==> src/rtl/mem_line_xfer_if.sv <==
// Memory-side bus of the line-transfer sequencer: word address/data, read/write strobes,
// returned read data and the stall/busy/error status coming back from the banked memory.
interface mem_line_xfer_if #(
    parameter int ADDR_W = 16,
    parameter int DATA_W = 16
);
    logic [ADDR_W-1:0] m_addr;
    logic [DATA_W-1:0] m_data_in;
    logic              m_rd;
    logic              m_wr;
    logic [DATA_W-1:0] m_data_out;
    logic              m_stall;
    logic [3:0]        m_busy;
    logic              m_err;

    modport master (
        output m_addr, m_data_in, m_rd, m_wr,
        input  m_data_out, m_stall, m_busy, m_err
    );

    modport slave (
        input  m_addr, m_data_in, m_rd, m_wr,
        output m_data_out, m_stall, m_busy, m_err
    );
endinterface

==> src/rtl/mem_line_xfer.sv <==
// Line-transfer sequencer: one fill/writeback request becomes four per-bank word accesses.
// Build option XFER_CRITICAL_FIRST_EN: fills start at the requested word and wrap.
module mem_line_xfer #(
    parameter int RD_LAT = 2,
    parameter int ADDR_W = 16,
    parameter int DATA_W = 16
) (
    input  logic              clk,
    input  logic              rst_n,
    input  logic              req_valid,
    output logic              req_ready,
    input  logic              req_wb,
    input  logic [ADDR_W-1:0] req_addr,
    output logic [1:0]        wb_idx,
    input  logic [DATA_W-1:0] wb_data,
    output logic              fill_valid,
    output logic [1:0]        fill_idx,
    output logic [DATA_W-1:0] fill_data,
    output logic              done,
    output logic              err,
    mem_line_xfer_if.master   mem
);
    typedef enum logic [1:0] {S_IDLE, S_ISSUE, S_DRAIN, S_DONE} state_t;

    localparam logic [RD_LAT-1:0] TAIL_BIT = RD_LAT'(1) << (RD_LAT - 1);

    state_t            state_q, state_d;
    logic [ADDR_W-4:0] line_q, line_d;
    logic              wb_q, wb_d;
    logic [1:0]        k_q, k_d;
    logic [1:0]        cnt_q, cnt_d;
    logic              err_q, err_d;
    logic [RD_LAT-1:0] pipe_vld_q, pipe_vld_d;
    logic [1:0]        pipe_idx_q [RD_LAT];
    logic [1:0]        pipe_idx_d [RD_LAT];

    logic              rd_fire, wr_fire, issue_ok, drain_last;
    logic [1:0]        start_idx;
    logic [ADDR_W-1:0] m_addr_o;
    logic [DATA_W-1:0] m_data_in_o;
    logic [2:0]        unused_addr_bits;

    assign unused_addr_bits = req_addr[2:0];

`ifdef XFER_CRITICAL_FIRST_EN
    assign start_idx = req_wb ? 2'd0 : req_addr[2:1];
`else
    assign start_idx = 2'd0;
`endif

    assign issue_ok = !mem.m_stall && !mem.m_busy[k_q];
    // Only the tail entry left means the pipe is empty next cycle, so DONE follows the last fill.
    assign drain_last = ((pipe_vld_q & ~TAIL_BIT) == '0);

    assign pipe_vld_d[0] = rd_fire;
    assign pipe_idx_d[0] = k_q;
    for (genvar gi = 1; gi < RD_LAT; gi++) begin : g_pipe
        assign pipe_vld_d[gi] = pipe_vld_q[gi-1];
        assign pipe_idx_d[gi] = pipe_idx_q[gi-1];
    end

    always_comb begin
        state_d     = state_q;
        line_d      = line_q;
        wb_d        = wb_q;
        k_d         = k_q;
        cnt_d       = cnt_q;
        err_d       = err_q;
        req_ready   = 1'b0;
        done        = 1'b0;
        err         = 1'b0;
        rd_fire     = 1'b0;
        wr_fire     = 1'b0;
        m_addr_o    = '0;
        m_data_in_o = '0;
        case (state_q)
            S_IDLE: begin
                req_ready = 1'b1;
                if (req_valid) begin
                    line_d  = req_addr[ADDR_W-1:3];
                    wb_d    = req_wb;
                    k_d     = start_idx;
                    cnt_d   = 2'd0;
                    err_d   = 1'b0;
                    state_d = S_ISSUE;
                end
            end
            S_ISSUE: begin
                err_d       = err_q | mem.m_err;
                m_addr_o    = {line_q, k_q, 1'b0};
                m_data_in_o = wb_data;
                if (issue_ok) begin
                    rd_fire = !wb_q;
                    wr_fire = wb_q;
                    k_d     = k_q + 2'd1;
                    cnt_d   = cnt_q + 2'd1;
                    if (cnt_q == 2'd3) begin
                        state_d = wb_q ? S_DONE : S_DRAIN;
                    end
                end
            end
            S_DRAIN: begin
                err_d = err_q | mem.m_err;
                if (drain_last) begin
                    state_d = S_DONE;
                end
            end
            S_DONE: begin
                done    = 1'b1;
                err     = err_q | mem.m_err;
                state_d = S_IDLE;
            end
            default: state_d = S_IDLE;
        endcase
    end

    always_ff @(posedge clk or negedge rst_n) begin
        if (!rst_n) begin
            state_q    <= S_IDLE;
            line_q     <= '0;
            wb_q       <= 1'b0;
            k_q        <= 2'd0;
            cnt_q      <= 2'd0;
            err_q      <= 1'b0;
            pipe_vld_q <= '0;
            for (int i = 0; i < RD_LAT; i++) pipe_idx_q[i] <= 2'd0;
        end else begin
            state_q    <= state_d;
            line_q     <= line_d;
            wb_q       <= wb_d;
            k_q        <= k_d;
            cnt_q      <= cnt_d;
            err_q      <= err_d;
            pipe_vld_q <= pipe_vld_d;
            for (int i = 0; i < RD_LAT; i++) pipe_idx_q[i] <= pipe_idx_d[i];
        end
    end

    assign wb_idx        = k_q;
    assign fill_valid    = pipe_vld_q[RD_LAT-1];
    assign fill_idx      = pipe_idx_q[RD_LAT-1];
    assign fill_data     = mem.m_data_out;
    assign mem.m_addr    = m_addr_o;
    assign mem.m_data_in = m_data_in_o;
    assign mem.m_rd      = rd_fire;
    assign mem.m_wr      = wr_fire;
endmodule

==> src/flat_wrapper.sv <==
// flat-port wrapper written by rule: the top's interface ports become plain ports
module mem_line_xfer_flat 
#(
    parameter int RD_LAT = 2,
    parameter int ADDR_W = 16,
    parameter int DATA_W = 16
)
  (clk, rst_n, req_valid, req_ready, req_wb, req_addr, wb_idx, wb_data, fill_valid, fill_idx, fill_data, done, err, mem_m_addr, mem_m_data_in, mem_m_rd, mem_m_wr, mem_m_data_out, mem_m_stall, mem_m_busy, mem_m_err);
  mem_line_xfer_if #(.ADDR_W(ADDR_W), .DATA_W(DATA_W)) mem_i ();
  input  logic clk;
  input  logic rst_n;
  input  logic req_valid;
  output logic req_ready;
  input  logic req_wb;
  input  logic [ADDR_W-1:0] req_addr;
  output logic [1:0] wb_idx;
  input  logic [DATA_W-1:0] wb_data;
  output logic fill_valid;
  output logic [1:0] fill_idx;
  output logic [DATA_W-1:0] fill_data;
  output logic done;
  output logic err;
  output wire logic [$bits(mem_i.m_addr)-1:0] mem_m_addr;
  output wire logic [$bits(mem_i.m_data_in)-1:0] mem_m_data_in;
  output wire logic [$bits(mem_i.m_rd)-1:0] mem_m_rd;
  output wire logic [$bits(mem_i.m_wr)-1:0] mem_m_wr;
  input wire logic [$bits(mem_i.m_data_out)-1:0] mem_m_data_out;
  input wire logic [$bits(mem_i.m_stall)-1:0] mem_m_stall;
  input wire logic [$bits(mem_i.m_busy)-1:0] mem_m_busy;
  input wire logic [$bits(mem_i.m_err)-1:0] mem_m_err;
  assign mem_m_addr = mem_i.m_addr;
  assign mem_m_data_in = mem_i.m_data_in;
  assign mem_m_rd = mem_i.m_rd;
  assign mem_m_wr = mem_i.m_wr;
  assign mem_i.m_data_out = mem_m_data_out;
  assign mem_i.m_stall = mem_m_stall;
  assign mem_i.m_busy = mem_m_busy;
  assign mem_i.m_err = mem_m_err;
  mem_line_xfer #(.RD_LAT(RD_LAT), .ADDR_W(ADDR_W), .DATA_W(DATA_W)) u_core (.clk(clk), .rst_n(rst_n), .req_valid(req_valid), .req_ready(req_ready), .req_wb(req_wb), .req_addr(req_addr), .wb_idx(wb_idx), .wb_data(wb_data), .fill_valid(fill_valid), .fill_idx(fill_idx), .fill_data(fill_data), .done(done), .err(err), .mem(mem_i));
endmodule
==> config.mk <==
export PLATFORM = sky130hd
export DESIGN_NAME = mem_line_xfer_flat
export DESIGN_NICKNAME = d
export VERILOG_FILES = /design/src/rtl/mem_line_xfer_if.sv /design/src/rtl/mem_line_xfer.sv /design/src/flat_wrapper.sv
export SDC_FILE = /design/constraint.sdc
export NUM_CORES = 1
export LEC_CHECK = 0
export ABC_AREA = 1
export ABC_CLOCK_PERIOD_IN_PS = 2400
export CORE_AREA = 2 2 69 71
export CTS_CLUSTER_SIZE = 24
export DETAILED_ROUTE_END_ITERATION = 10
export DIE_AREA = 0 0 71 73
export PLACE_DENSITY = 0.93
export SETUP_SLACK_MARGIN = 0.2
export SYNTH_ARGS = -nofsm -noshare
export SYNTH_HDL_FRONTEND = slang
export SYNTH_SLANG_ARGS = --single-unit
==> constraint.sdc <==
create_clock -name clk -period 2.4 [get_ports clk]
set_input_delay 0.72 -clock clk [delete_from_list [all_inputs] [get_ports clk]]
set_output_delay 0.72 -clock clk [all_outputs]
set_load 0.01 [all_outputs]
==> flow_summary.ini <==
[sta]
tns_ps = 0
hold_violations = 0
finalCriticalPeriod_ps = 2160
slew_viol_final = 0
min_period_over_period_pct = 89.9
worst_slack_ps = 242
finalSetupViolations = 0
fmax_mhz = 463
fin_skew_ps = 3.27
rsz0062_at_grt = yes

[clocking]
insertion_delay_ps = 270
cts.sinks = 27
postCtsHoldBufs = 0
cts.path.max_buffers = 2
root_buffer = clkbuf_8
cts_buffers = 3
clkTransAtPathRegs_ps = 90
cts_max_level = 1
cts_tree = yes

[floorplanning]
die_x_um = 71
rows = 25
core_sq_um = 4540
start_util_pct = 35.4
die_h_um = 73
ios = 116
die-area_sq_um = 5180

[placement]
port_buffers = 79
post-place-ws_ps = -545
place_inst = 307
hpwl_um = 2840
post_dp_cell_area_sq_um = 2360
place.gp.congestion = 0.763

[finish]
layout-area-overhead-vs-synth_pct = 48.3
antenna_cells = 0
drive_gt1_share_pct = 31.9
layout.cells.non_filler = 317
final_nets = 327
final.fill_count = 436
postLayoutCellArea_sq_um = 2380

[routing]
dr.first_iter.drc_count = 32
drc = 0
viasPerCell = 4.47
ant_nets = 0
drt-total-wl_um = 3660
vias = 1418
route.detailed.wl_per_inst_um = 11.5
firstDrtPassIters = 4

[worst_hold_path]
hp-class = reg2reg
hold_end = u_core.fill_idx[1]$_DFF_PN0_
hp-start = u_core.pipe_idx_d[1]$_DFF_PN0_
min_path_cells = 0

[critical_path]
r2r_end = u_core.state_q[1]$_DFFE_PN0P_
cp_cell_sequence = buf_2 -> nand2_2 -> nand3_2 -> nand2_2 -> nand2_4 -> nor3_4 -> buf_2
required_ps = 1680
end_kind = primary output
path_class = in2out
rr_startpoint = u_core.state_q[0]$_DFFE_PN0P_
crit_slowest_cell = nor3_4
crit_arrival_ps = 1440
crit_fanout = 2
max_stage_delay_ps = 180
r2r_slack_ps = 630
start_kind = input port
rr_worst_depth = 11

[synth]
ys_top_cells_by_area = dfrtp_1 (42%), nand2_1 (12%), buf_4 (9.8%)
yosys.area.top_type = dfrtp_1
synth_top_area_share_pct = 42.1
synth_cells = 189
async_flop_share_pct = 100
ys_ff_latch = 27
synthesis.area_sq_um = 1610
synth_edf_count = 0
yosysWarnings = 0
synth_flop_cell = dfrtp_1
synth_common_cells = nand2_1 (51), inv_1 (37), dfrtp_1 (27), buf_4 (21), mux2_1 (9)
yosysUniqueCellTypes = 28
syn_avg_cell_area_sq_um = 8.50
seq_area_frac_synth_pct = 42.1
syn_nets = 252
yosysMostFrequentCell = nand2_1

[pwr]
power_leakage_nw = 1.42
p_int_mw = 1.58
pwr-share-clk_pct = 9.5
p_total_mw = 2.65
swShare_pct = 40.4
ir_worst_vdd_v = 0.000539
p_per_area_nw_per_um2 = 1110
power.combinational.fraction_pct = 60.9
seqPwrFrac_pct = 29.6
power_switching_mw = 1.07

[global_routing]
grt_first_pass_wirelength_um = 6100
overflow = 0
grt_usage_pct = 14.4
grt_start_max_net_pins = 28
grt_pass1_vias = 1482
antenna_found_initial = 0

[run]
cap_violations = 0

[status]
outcome = completed
==> cells by family (layout without fill, tap and decap cells) <==
logic type                 Yosys count  count (layout)  share of synthesized area [%]
and+or+nand+nor                     73              73                           22.0
buffers and inverters               64             138                           20.4
DFF                                 27              27                           42.1
muxes                               14              14                           9.81
adders and majority gates            5               5                           3.89
AOI/OAI and AO/OA                    5               5                           1.64
other                                1               1                          0.233
==> registers in the layout (all words and copies together), names as in the netlist, 2 cells and up <==
register,flops
u_core.cnt_q,2
u_core.fill_idx,2
u_core.line_q,13
u_core.pipe_idx_d,2
u_core.pipe_vld_q,2
u_core.state_q,2
u_core.wb_idx,2
==> worst max path at each step <==
stage | startpoint | endpoint | cells after the start
finish | mem_m_busy[1] | mem_m_rd | 7
global route | u_core.state_q[1]$_DFFE_PN0P_ | mem_m_rd | 7
CTS | u_core.state_q[0]$_DFFE_PN0P_ | mem_m_addr[1] | 6
detailed placement | mem_m_busy[1] | mem_m_rd | 7
global placement | mem_m_busy[1] | mem_m_rd | 7
floorplan | mem_m_busy[1] | mem_m_rd | 5
==> worst max-delay path: cells and delay by family <==
| family | cells | cell delay (ps) |
|---|---|---|
| AND/OR/NAND/NOR | 5 | 450 |
| buffers and inverters | 2 | 270 |
==> metrics by stage <==
stage                     hold WS [ps]  util (%)
final                              357      52.5
after global routing               365      52.5
after CTS                          361      52.9
after detailed placement           340      52.0
after global placement             334      52.0
after floorplan                    331         -
==> power groups by stage <==
stage,Sequential (mW),Clock (mW),Combinational (mW)
3_3_place_gp,0.761,0,1.53
3_5_place_dp,0.774,0,1.57
4_1_cts,0.773,0.259,1.60
6_report,0.785,0.253,1.62
5_1_grt,0.809,0.280,1.80
2_1_floorplan,0.763,0,0.914
==> placed cells by master (no fill, tap or decap), types with 3 or more instances in the layout <==
master / count
clkdlybuf4s50_1: 36
nand3_1: 3
buf_2: 23
inv_2: 4
dfrtp_1: 25
buf_6: 3
ha_1: 3
nand2_1: 46
nor2_2: 3
nand4_1: 4
dlygate4sd2_1: 6
clkbuf_2: 11
inv_1: 34
mux2_1: 9
mux2_2: 5
clkbuf_8: 3
nand2_2: 6
buf_4: 10
==> what timing repair did <==
action                                  4_1_cts  5_1_grt
setup buffers                                 4        1
endpoints found under the setup margin       36       19
gates resized for setup                     121       39
cloned                                        1        0
pin swaps                                     9        4
==> layer usage <==
layer / up-vias / wire (um) / global-route usage, %
li1: 694 / - / -
met1: 661 / 1380 / 15.8
met2: 57 / 2020 / 28.8
met3: 6 / 231 / 1.24
met4: 0 / 33 / 5.24
met5: - / 0 / 0
==> cell type report <==
type	count	area (sq um)	share of cell area (%)
clock inverters	1	5.00	0.210
inverters	39	149	6.25
repair buffers	95	790	33.1
flip-flops and latches	27	678	28.5
well taps	54	67.6	2.84
clock buffers	3	41.3	1.73
multi-input cells	98	652	27.4
No activity file was read; power rests on OpenSTA's default activity.
